### config.mk
export PLATFORM = sky130hd
export DESIGN_NAME = monitor_cmd_ctrl
export DESIGN_NICKNAME = d
export VERILOG_FILES = /design/src/rtl/monitor_cmd_ctrl.sv
export SDC_FILE = /design/constraint.sdc
export NUM_CORES = 1
export LEC_CHECK = 0
export CAP_MARGIN = 10
export CORE_UTILIZATION = 47
export DETAILED_ROUTE_END_ITERATION = 12
export PLACE_DENSITY_LB_ADDON = 0.15
export SYNTH_ARGS = -nofsm -noshare
export SYNTH_HDL_FRONTEND = slang
export SYNTH_SLANG_ARGS = --single-unit
### constraint.sdc
create_clock -name clk -period 2.99 [get_ports clk]
set_input_delay 0.7475 -clock clk [delete_from_list [all_inputs] [get_ports clk]]
set_output_delay 0.7475 -clock clk [all_outputs]
set_load 0.02 [all_outputs]
### src/rtl/monitor_cmd_ctrl.sv
// Command sequencer for the monitor UART link: turns write/read command frames into
// register-file accesses, with RTS/CTS flow control and timeout / rx-error aborts.
module monitor_cmd_ctrl #(
  parameter int ADDR_W         = 7,
  parameter int TIMEOUT_CYCLES = 500000,
  parameter int CNT_W          = 16
) (
  input  logic              clk,
  input  logic              reset_n,
  input  logic              rx_valid,
  input  logic [7:0]        rx_byte,
  input  logic              rx_busy,
  input  logic              rx_error,
  output logic              tx_write,
  output logic [7:0]        tx_byte,
  input  logic              tx_busy,
  input  logic              tx_done,
  input  logic              uart_rts,
  output logic              uart_cts,
  output logic [ADDR_W-1:0] reg_addr,
  output logic [7:0]        reg_wdata,
  output logic              reg_we,
  output logic              reg_re,
  input  logic [7:0]        reg_rdata,
  output logic [2:0]        state,
  output logic              cmd_rw,
  output logic [ADDR_W-1:0] cmd_id,
  output logic [7:0]        data_size,
  output logic              err_timeout,
  output logic              err_rx,
  output logic [CNT_W-1:0]  cmd_count
);

  typedef enum logic [2:0] {
    IDLE     = 3'd0,
    CMD      = 3'd1,
    SIZE     = 3'd2,
    WR_DATA  = 3'd3,
    RD_FETCH = 3'd4,
    RD_SEND  = 3'd5,
    RD_WAIT  = 3'd6,
    DONE     = 3'd7
  } state_e;

  localparam int TW = (TIMEOUT_CYCLES > 1) ? $clog2(TIMEOUT_CYCLES) : 1;
  localparam logic [TW-1:0] TIMER_LAST = TW'(TIMEOUT_CYCLES - 1);

  state_e            state_q;
  logic [7:0]        index_q;
  logic [TW-1:0]     timer_q;
  logic              counting;
  logic              rxAbort;
  logic              timeoutHit;
  logic [ADDR_W-1:0] accessAddr;

  assign state      = state_q;
  assign accessAddr = cmd_id + ADDR_W'(index_q);
  assign counting   = (state_q != IDLE) && (state_q != DONE);
  assign rxAbort    = rx_error && ((state_q == CMD) || (state_q == SIZE) || (state_q == WR_DATA));
  // A byte or frame completion on the last count cycle counts as progress and beats the timeout.
  assign timeoutHit = counting && !rx_valid && !tx_done && (timer_q == TIMER_LAST);

  always_ff @(posedge clk) begin
    if (!reset_n) begin
      state_q     <= IDLE;
      index_q     <= '0;
      timer_q     <= '0;
      uart_cts    <= 1'b1;
      tx_write    <= 1'b0;
      tx_byte     <= '0;
      reg_we      <= 1'b0;
      reg_re      <= 1'b0;
      reg_addr    <= '0;
      reg_wdata   <= '0;
      cmd_rw      <= 1'b0;
      cmd_id      <= '0;
      data_size   <= '0;
      err_timeout <= 1'b0;
      err_rx      <= 1'b0;
      cmd_count   <= '0;
    end else begin
      tx_write    <= 1'b0;
      reg_we      <= 1'b0;
      reg_re      <= 1'b0;
      err_timeout <= 1'b0;
      err_rx      <= 1'b0;

      if (!counting || rx_valid || tx_done) begin
        timer_q <= '0;
      end else begin
        timer_q <= timer_q + 1'b1;
      end

      if (rxAbort) begin
        err_rx   <= 1'b1;
        uart_cts <= 1'b1;
        state_q  <= IDLE;
      end else if (timeoutHit) begin
        err_timeout <= 1'b1;
        uart_cts    <= 1'b1;
        state_q     <= IDLE;
      end else begin
        case (state_q)
          IDLE: begin
            uart_cts <= 1'b1;
            if (!uart_rts && !rx_busy) begin
              uart_cts <= 1'b0;
              state_q  <= CMD;
            end
          end
          CMD: begin
            if (rx_valid) begin
              cmd_rw  <= rx_byte[7];
              cmd_id  <= ADDR_W'(rx_byte[6:0]);
              state_q <= SIZE;
            end
          end
          SIZE: begin
            if (rx_valid) begin
              data_size <= rx_byte;
              index_q   <= '0;
              if (rx_byte == 8'd0) begin
                uart_cts <= 1'b1;
                state_q  <= DONE;
              end else if (cmd_rw) begin
                state_q <= WR_DATA;
              end else begin
                uart_cts <= 1'b1;
                state_q  <= RD_FETCH;
              end
            end
          end
          WR_DATA: begin
            if (rx_valid) begin
              reg_we    <= 1'b1;
              reg_addr  <= accessAddr;
              reg_wdata <= rx_byte;
              index_q   <= index_q + 8'd1;
              if (index_q == data_size - 8'd1) begin
                uart_cts <= 1'b1;
                state_q  <= DONE;
              end
            end
          end
          RD_FETCH: begin
            if (!tx_busy) begin
              reg_re   <= 1'b1;
              reg_addr <= accessAddr;
              timer_q  <= '0;
              state_q  <= RD_SEND;
            end
          end
          // The read strobe is high during the first RD_SEND cycle; data is captured on the second.
          RD_SEND: begin
            if (!reg_re) begin
              tx_byte  <= reg_rdata;
              tx_write <= 1'b1;
              timer_q  <= '0;
              state_q  <= RD_WAIT;
            end
          end
          RD_WAIT: begin
            if (tx_done) begin
              index_q <= index_q + 8'd1;
              if (index_q + 8'd1 == data_size) begin
                state_q <= DONE;
              end else begin
                state_q <= RD_FETCH;
              end
            end
          end
          DONE: begin
            cmd_count <= cmd_count + 1'b1;
            uart_cts  <= 1'b1;
            state_q   <= IDLE;
          end
          default: begin
            uart_cts <= 1'b1;
            state_q  <= IDLE;
          end
        endcase
      end
    end
  end

endmodule

==> impl_metrics.json <==
{
  "max_stage_delay_ns": 0.78,
  "initial_core_util_pct": 49.35,
  "overflow": 0,
  "postCtsSetupBuffers": 0,
  "worst_slack_ns": 0.3683,
  "seq_area_mm2": 0.001822,
  "dieArea_mm2": 0.01024,
  "fin_crit_sh_pct": 87.68,
  "synthFlopType": "dfxtp_1",
  "critPathMaxFanout": 21,
  "finalMaxSlewViolations": 0,
  "fp.dieW_um": 101.2,
  "final_common_cell": "nor2_1",
  "rsz0062_at_grt": "false",
  "cp_num_buf_inv": 1,
  "fin_util_pct": 62.10,
  "power.density_mw_per_mm2": 436.9,
  "finalPower_mw": 2.543,
  "cts_resized": 0,
  "ir_drop_mv": 0.2380,
  "grt_pass1_vias": 3633,
  "holdBufCountCts": 0,
  "worstPathCellList": "clkdlybuf4s50_1",
  "avgViaCountPerCell": 5.374,
  "clock_latency_ns": 0.36,
  "hold_path_class": "reg -> reg",
  "n_antenna_cell": 0,
  "worstMarginPinSlew_ns": 0.7041,
  "coreArea_mm2": 0.009371,
  "synth_nets": 552,
  "setup_violations": 0,
  "path_class": "reg -> out",
  "cap_violations": 0,
  "ioPinCount": 88,
  "yosys_warnings": 0,
  "place_congestion": 0.8514,
  "r2r_setup_slack_ns": 0.54,
  "syn_avg_cell_area_um2": 8.945,
  "ys_seq_area_share_pct": 39.39,
  "cp-start-kind": "register",
  "die_h_um": 101.2,
  "port_buffers": 87,
  "multi_input_area_mm2": 0.002673,
  "post-route-min-period_ns": 2.622,
  "hp-start": "timer_q[0]",
  "grt_max_degree": 60,
  "worst_hold_path.num_cells": 1,
  "critPathRequiredTime_ns": 2.24,
  "cts_max_level": 3,
  "reg2reg_to": "data_size[2]",
  "ys_types": 67,
  "area_growth_pct": 25.84,
  "syn-cell-area_mm2": 0.004624,
  "crit_slowest_cell": "dfxtp_1",
  "grt_pass1_wl_mm": 17.95,
  "synthCells": 517,
  "dr.pass1.iters": 5,
  "hold_viol": 0,
  "reg2regPathDepth": 6,
  "cts_tree": "yes",
  "ant_nets": 0,
  "cts_buffers": 9,
  "crit_family": "flip-flops",
  "antenna_found_initial": 0,
  "clk_path_buf_depth": 2,
  "dp_hpwl_mm": 8.284,
  "crit-reg2reg-launch": "state[1]",
  "final_nets": 638,
  "core.rowCount": 35,
  "pre_cts_slack_ns": 0.1411,
  "drive_gt1_share_pct": 6.919,
  "cts-root-buf": "clkbuf_8",
  "slew-limit-headroom_pct": 53.00,
  "synth-edff-count": 0,
  "vias": 3955,
  "layout_common_cells": "nor2_1 (96), dfxtp_1 (91), clkdlybuf4s50_1 (87)",
  "synth-seq-cells": 91,
  "final.setup.tns_ns": 0,
  "max_freq_mhz": 381.4,
  "track_usage_pct": 22.55,
  "cts_sinks": 91,
  "async_flop_share_pct": 0,
  "worstHoldEndpoint": "timer_q[0]",
  "clock-skew-final_ns": 0.01277,
  "fillers": 844,
  "drcViolationCount": 0,
  "status": "complete, no violations",
  "setup.worst_path.end_class": "primary output",
  "wl_per_cell_um": 15.22,
  "arrival_ns": 1.87,
  "clk_pin_slew_ns": 0.09,
  "p_leak_nw": 2.127,
  "wl_mm": 11.20,
  "drtIter0Drc": 165
}
-- cell usage after synthesis (4+ instances only) --
cell type | count | area share [%]
nor2b_1 | 8 | 1.1
nand4_1 | 6 | 0.81
nand2_1 | 34 | 2.8
nor4_1 | 4 | 0.54
clkbuf_1 | 12 | 0.97
nand2b_1 | 6 | 0.81
buf_2 | 5 | 0.54
xor2_1 | 31 | 5.9
and4_1 | 9 | 1.7
inv_1 | 12 | 0.97
nor3b_1 | 4 | 0.65
nand3_1 | 18 | 1.9
nor2_1 | 96 | 7.8
mux2i_1 | 44 | 9.5
ha_1 | 10 | 2.7
a21oi_1 | 7 | 0.76
and3_1 | 11 | 1.5
nor3_1 | 10 | 1.1
a21o_1 | 4 | 0.65
xnor2_1 | 22 | 4.2
o21ai_0 | 10 | 1.1
dfxtp_1 | 91 | 39
-- flip-flops by register name, indices dropped and copies added (netlist names), 3 cells and up --
signal     cells
state          3
tx_byte        8
cmd_count     16
timer_q       19
data_size      8
cmd_id         7
reg_addr       7
reg_wdata      8
index_q        8
-- metal layers --
layer	share of wire, %	wire, um	global-route usage [%]
met5	0	0	0
met4	1.0	112	6.355
met3	6.4	713	4.762
met2	45	5027	35.22
met1	48	5346	31.50
-- worst max path at each step --
stage                         from      endpoint  slack [ns]  depth (start not counted)
after detailed placement  rx_valid  reg_wdata[1]        0.14                          6
after global routing      state[1]      state[1]        0.29                          1
after CTS                 state[1]      state[1]        0.36                          1
final                     state[1]      state[1]        0.37                          1
after floorplan           rx_valid      state[1]        0.82                          5
after global placement    rx_valid  reg_wdata[0]        0.21                          6
-- stage by stage --
step                instances  hold WS [ns]  area (um^2)
floorplan                 517        0.4379         4624
global placement          721        0.4563         5620
detailed placement        721        0.4601         5620
CTS                       736        0.4821         5819
global route              736        0.5103         5819
finish                    736        0.4770         5819
-- logic make-up after synthesis --
group / synth area share (%)
XOR/XNOR: 10.04
AO/OA/AOI/OAI: 9.091
adder cells (fa/ha/maj): 3.139
multiplexers: 10.01
buffers and inverters: 2.814
flip-flops: 39.39
AND/OR/NAND/NOR: 25.51
-- final cells by class --
| class | instances | share of cell area [%] |
|---|---|---|
| clock buffers | 10 | 2.365 |
| clock inverters | 5 | 1.054 |
| repair buffers | 93 | 15.74 |
| flip-flops and latches | 91 | 31.31 |
| well taps | 129 | 2.774 |
| multi-input cells | 395 | 45.93 |
| inverters | 13 | 0.8385 |
-- power by group --
| part | internal [mW] | switching, mW | leakage (nW) |
|---|---|---|---|
| clock | 0.408 | 0.450 | 0.0910 |
| combinational | 0.183 | 0.214 | 1.30 |
| sequential | 1.24 | 0.0512 | 0.734 |
| total | 1.83 | 0.715 | 2.13 |
No activity file was read; power rests on OpenSTA's default activity.
